## src/rtl/alu_arbiter.sv

```systemverilog
// alu_arbiter: shares one registered ALU between NUM_REQ requesters.
// One request is granted at a time (round-robin by default), driven into the
// ALU for a single enable cycle, and its result is returned through a
// one-entry response buffer with valid/ready backpressure.
//
// Configuration macro:
//   ALU_ARB_FIXED_PRIO_EN  defined: fixed priority, lowest index wins, ptr held at 0
//                          undefined: round-robin starting after the last served id
//
// Ports:
//   clk, rst                 clock, asynchronous active-high reset
//   req_valid / req_ready    per-requester handshake (req_ready one-hot or zero)
//   req_instr/op1/op2        per-requester instruction and operands
//   alu_instr/op1/op2        issue registers driven to the ALU
//   alu_enable               high for the single EXEC cycle
//   alu_instr_exec, alu_result  registered ALU outputs, valid in CAPT
//   rsp_valid / rsp_ready    response handshake
//   rsp_id, rsp_result, rsp_illegal  response payload

package alu_arbiter_pkg;
    localparam int unsigned INSTR_W = 4;
    localparam int unsigned REG_W   = 32;

    typedef logic [INSTR_W-1:0] instruction_t;
    typedef logic [REG_W-1:0]   register_t;

    localparam instruction_t M_ADD = 4'h0;
    localparam instruction_t M_SUB = 4'h1;
    localparam instruction_t M_AND = 4'h2;
    localparam instruction_t M_OR  = 4'h3;
    localparam instruction_t M_XOR = 4'h4;
endpackage

module alu_arbiter
    import alu_arbiter_pkg::*;
#(
    parameter int unsigned NUM_REQ = 2,
    parameter int unsigned ID_W    = $clog2(NUM_REQ)
) (
    input  logic                            clk,
    input  logic                            rst,
    input  logic [NUM_REQ-1:0]              req_valid,
    output logic [NUM_REQ-1:0]              req_ready,
    input  logic [NUM_REQ-1:0][INSTR_W-1:0] req_instr,
    input  logic [NUM_REQ-1:0][REG_W-1:0]   req_op1,
    input  logic [NUM_REQ-1:0][REG_W-1:0]   req_op2,
    output logic [INSTR_W-1:0]              alu_instr,
    output logic [REG_W-1:0]                alu_op1,
    output logic [REG_W-1:0]                alu_op2,
    output logic                            alu_enable,
    input  logic                            alu_instr_exec,
    input  logic [REG_W-1:0]                alu_result,
    output logic                            rsp_valid,
    input  logic                            rsp_ready,
    output logic [ID_W-1:0]                 rsp_id,
    output logic [REG_W-1:0]                rsp_result,
    output logic                            rsp_illegal
);

    // One extra bit so ptr + offset can exceed NUM_REQ-1 before wrapping.
    localparam int unsigned IDX_W = ID_W + 1;

    typedef enum logic [1:0] {IDLE, EXEC, CAPT, RESP} state_e;

    state_e               state_q;
    logic [ID_W-1:0]      ptr_q;
    logic [ID_W-1:0]      ptr_d;
    logic [ID_W-1:0]      cur_id_q;
    logic [INSTR_W-1:0]   instr_q;
    logic [REG_W-1:0]     op1_q;
    logic [REG_W-1:0]     op2_q;
    logic                 rsp_valid_q;
    logic [ID_W-1:0]      rsp_id_q;
    logic [REG_W-1:0]     rsp_result_q;
    logic                 rsp_illegal_q;

    logic                 grant_found;
    logic [ID_W-1:0]      grant_id;
    logic [IDX_W-1:0]     idx;

    // First valid requester searching upward from ptr_q with wrap-around.
    always_comb begin
        grant_found = 1'b0;
        grant_id    = '0;
        idx         = '0;
        for (int unsigned i = 0; i < NUM_REQ; i++) begin
            idx = {1'b0, ptr_q} + IDX_W'(i);
            if (idx >= IDX_W'(NUM_REQ)) begin
                idx = idx - IDX_W'(NUM_REQ);
            end
            if (!grant_found && req_valid[ID_W'(idx)]) begin
                grant_found = 1'b1;
                grant_id    = ID_W'(idx);
            end
        end
    end

`ifdef ALU_ARB_FIXED_PRIO_EN
    // Fixed priority: pointer never moves off requester 0.
    assign ptr_d = '0;
`else
    logic [IDX_W-1:0] id_inc;

    // Pointer moves to the requester after the one just served.
    always_comb begin
        id_inc = {1'b0, cur_id_q} + IDX_W'(1);
        ptr_d  = (id_inc == IDX_W'(NUM_REQ)) ? '0 : ID_W'(id_inc);
    end
`endif

    // Grant is only offered in IDLE and never while reset is asserted.
    assign req_ready = (!rst && (state_q == IDLE) && grant_found)
                       ? (NUM_REQ'(1) << grant_id) : '0;

    // Control FSM with issue and response registers.
    always_ff @(posedge clk or posedge rst) begin
        if (rst) begin
            state_q       <= IDLE;
            ptr_q         <= '0;
            cur_id_q      <= '0;
            instr_q       <= '0;
            op1_q         <= '0;
            op2_q         <= '0;
            rsp_valid_q   <= 1'b0;
            rsp_id_q      <= '0;
            rsp_result_q  <= '0;
            rsp_illegal_q <= 1'b0;
        end else begin
            case (state_q)
                IDLE: begin
                    if (grant_found) begin
                        instr_q  <= req_instr[grant_id];
                        op1_q    <= req_op1[grant_id];
                        op2_q    <= req_op2[grant_id];
                        cur_id_q <= grant_id;
                        state_q  <= EXEC;
                    end
                end
                EXEC: begin
                    state_q <= CAPT;
                end
                CAPT: begin
                    // Unexecuted opcodes return a zero result flagged illegal.
                    rsp_result_q  <= alu_instr_exec ? alu_result : '0;
                    rsp_illegal_q <= !alu_instr_exec;
                    rsp_id_q      <= cur_id_q;
                    rsp_valid_q   <= 1'b1;
                    state_q       <= RESP;
                end
                RESP: begin
                    if (rsp_ready) begin
                        rsp_valid_q <= 1'b0;
                        ptr_q       <= ptr_d;
                        state_q     <= IDLE;
                    end
                end
                default: begin
                    state_q <= IDLE;
                end
            endcase
        end
    end

    assign alu_instr   = instr_q;
    assign alu_op1     = op1_q;
    assign alu_op2     = op2_q;
    assign alu_enable  = (state_q == EXEC);
    assign rsp_valid   = rsp_valid_q;
    assign rsp_id      = rsp_id_q;
    assign rsp_result  = rsp_result_q;
    assign rsp_illegal = rsp_illegal_q;

endmodule

```

## config.mk

```make
export PLATFORM = sky130hd
export DESIGN_NAME = alu_arbiter
export DESIGN_NICKNAME = d
export VERILOG_FILES = /design/src/rtl/alu_arbiter.sv
export SDC_FILE = /design/constraint.sdc
export NUM_CORES = 1
export LEC_CHECK = 0
export CAP_MARGIN = 5
export CORE_AREA = 5 5 116 118
export CTS_CLUSTER_SIZE = 28
export DETAILED_ROUTE_END_ITERATION = 8
export DIE_AREA = 0 0 121 123
export GPL_ROUTABILITY_DRIVEN = 0
export PLACE_DENSITY = 0.92
export SLEW_MARGIN = 5
export SYNTH_ARGS = -nofsm -noshare
export SYNTH_HDL_FRONTEND = slang
export SYNTH_SLANG_ARGS = --single-unit
export TNS_END_PERCENT = 5
```

## constraint.sdc

```tcl
create_clock -name clk -period 6.3 [get_ports clk]
set_input_delay 1.89 -clock clk [delete_from_list [all_inputs] [get_ports clk]]
set_output_delay 1.89 -clock clk [all_outputs]
set_load 0.1 [all_outputs]
```

==> run_results.csv <==
group,metric,value,unit
status,status,"completed",
layout,nets,982,
clocking,path_clk_slew,0.07,ns
worst_setup_path,crit_arrival,3.62,ns
die,die_w,121,um
routing,drc,0,
worst_setup_path,reg2reg_to,"rsp_result[12]",
routing,wl_per_cell,17.6,um
timing,fin_ws,0.788,ns
timing,max_slew_margin,0.272,
layout,syn2layout_area_growth,60.9,%
layout,utilization,0.651,
yosys,syn_avg_cell_area,8.93,sq um
routing,dr.pass1.iters,5,
yosys,synth_cell_type_count,26,
clocking,htreeDepth,3,
worst_setup_path,required,4.41,ns
worst_setup_path,critical_path.cell_chain,"clkdlybuf4s50_1, nand2b_2, nand3_1, nor2_1, buf_12",
timing,tightest_slew,1.09,ns
clocking,cts_buffers,9,
yosys,syn_nets,739,
worst_setup_path,crit_type,"in2out",
yosys,synth_top_area_share,0.535,
timing,rsz0062_at_grt,"false",
worst_setup_path,crit_slowest_cell,"clkdlybuf4s50_1",
yosys,synth_top_cell_by_area,"dfrtp_1",
placement,dp_slack,0.772,ns
worst_setup_path,reg2reg_slack,3.99,ns
yosys,synthesis.area,5000,sq um
yosys,synth_cells,560,
grt,grt_pass1_wl,26.5,mm
die,core_area,12400,sq um
timing,finalSetupTns,0,ns
die,start_util,0.405,
die,placement_rows,41,
clocking,post-cts-setup-buffers,0,
routing,wirelength,17.3,mm
worst_setup_path,cp.buffers_inverters,2,
clocking,clock_latency,0.34,ns
grt,grt_max_degree,76,
clocking,cts_buffer_depth,2,
clocking,cts_resized,0,
worst_setup_path,crit_end,"req_ready[1]",
worst_hold_path,hold_class,"reg2reg",
routing,vias,5173,
routing,vias_per_cell,5.27,
timing,clock_skew,0.0121,ns
worst_setup_path,cp.depth,5,
worst_setup_path,r2r_start,"state_q[0]",
job,max-cap-violations,0,
grt,overflow,0,
timing,finalCritPeriodShare,0.875,
grt,grt_pass1_vias,5216,
yosys,ys_seq_area_frac,0.535,
worst_setup_path,startpoint_type,"primary input",
timing,setup_violations,0,
clocking,hold_buffers,0,
timing,maxSlewViolCount,0,
timing,hold_viol,0,
layout,drive_above_1_share,0.0408,
clocking,cts.sinks,107,
yosys,yosys_warnings,0,
routing,antenna_left,0,
worst_setup_path,max_stage_delay,0.53,ns
routing,drt_iter0_drc,411,
timing,fmax,181,MHz
timing,post-route-min-period,5.51,ns
yosys,synth.area.top_cells,"dfrtp_1 (54%), a31oi_1 (8.6%), o21ai_0 (8.2%)",
clocking,cts_tree,"done",
die,die-area,14900,sq um
clocking,cts-root-buf,"clkbuf_16",
worst_setup_path,cp_top_family,"simple AND/OR/NAND/NOR gates",
die,io_pins,280,
die,die_y,123,um
worst_setup_path,cp-startpoint,"req_valid[0]",
worst_setup_path,end_kind,"output pin",
grt,grt_usage,0.223,
placement,dpl.hpwl,12.1,mm
worst_setup_path,critPathMaxFanout,30,
grt,antenna_found_initial,2,
yosys,synth_seq_cells,107,
placement,numPortBuffers,279,
worst_setup_path,r2r_cells,6,
layout by cell type, fill, tap and decap left out:
master and instances:
inv_2 1, clkinv_4 2, a31oi_1 69, inv_1 36, and2b_4 1, mux2i_1 2, nor2_1 72, o21ai_4 1
nor2b_1 1, diode_2 2, o21a_4 1, o21ai_0 82, clkinv_2 1, clkinvlp_4 1, inv_8 2, buf_4 5
a211oi_2 1, nand3_1 2, a21oi_1 70, buf_2 1, inv_6 1, clkbuf_16 9, nand2b_2 1, o21ai_1 18
clkdlybuf4s50_1 276, nand2_1 33, and2_1 1, buf_12 2, ha_1 5, inv_4 1, dfrtp_1 107, o22ai_1 1
mux2_2 2
synth_stat cells:
master    instances
a211oi_2          1
o21ai_0          82
buf_2            15
dfrtp_1         107
and2b_4           1
buf_6            11
o21ai_4           1
clkbuf_2          2
o21ai_1          18
a31oi_1          69
nor2b_1           1
mux2i_1           2
mux2_2            2
o22ai_1           1
nor2_1           72
inv_1            37
nand3_1           2
clkbuf_1         21
buf_4             3
and2_1            1
nand2_1          33
nand2b_1          1
ha_1              5
a21oi_1          70
o21a_4            1
inv_2             1
worst min path at each step:
| stage | depth (start not counted) | slack (ns) | end | start |
|---|---|---|---|---|
| after floorplan | 1 | 0.45 | ptr_q | cur_id_q |
| final | 1 | 0.52 | ptr_q | cur_id_q |
| after global routing | 2 | 0.55 | alu_op1[17] | alu_op1[17] |
| after CTS | 1 | 0.51 | ptr_q | cur_id_q |
| after global placement | 1 | 0.49 | ptr_q | cur_id_q |
| after detailed placement | 1 | 0.51 | ptr_q | cur_id_q |
sequential cells by signal (all words and copies together) (netlist names):
name / cells
state_q: 2
ptr_q: 1
alu_op2: 32
alu_op1: 32
cur_id_q: 1
rsp_id: 1
alu_instr: 4
rsp_result: 32
rsp_illegal: 1
rsp_valid: 1
area by class of cell:
cell class | instances | area (sq um)
well taps | 172 | 215
multi-input cells | 363 | 1870
diodes | 2 | 5.00
repair buffers | 284 | 2850
inverters | 38 | 145
flip-flops and latches | 107 | 2680
clock inverters | 7 | 61.3
fillers | 979 | 4320
clock buffers | 9 | 225
stage by stage:
step                      instances  hold slack [ns]  cell area (sq um)
after detailed placement        964            0.510               7760
after CTS                       980            0.513               8040
after global routing            982            0.547               8050
final                           982            0.522               8050
after floorplan                 560            0.453               5000
after global placement          964            0.490               7760
per-layer routing:
metal / track usage / up-vias / part of all wire / wire length, um
met5: 0 / - / 0 / 0
met4: 0.0786 / 0 / 0.024 / 418
met3: 0.0416 / 30 / 0.088 / 1530
met2: 0.392 / 260 / 0.51 / 8780
met1: 0.276 / 2472 / 0.38 / 6610
li1: - / 2411 / - / -
worst register-to-register path: stages, from the launching register on:
cell and delay, ns:
dfrtp_1 0.41, inv_1 0.13, ha_1 0.16, buf_4 0.31, and2_1 0.92, nand2_1 0.16, o21ai_0 0.14
cell families after synthesis:
kind of cell	count (synthesis)	synth area share
AOI/OAI and AO/OA	243	0.266
and+or+nand+nor	111	0.0866
DFF	107	0.535
buffers and inverters	90	0.0906
adders and majority gates	5	0.0125
muxes	4	0.00851
Power is left out: the tool's default activity adds up to more than one toggle a clock period on the data nets, which glitch-free logic cannot reach.
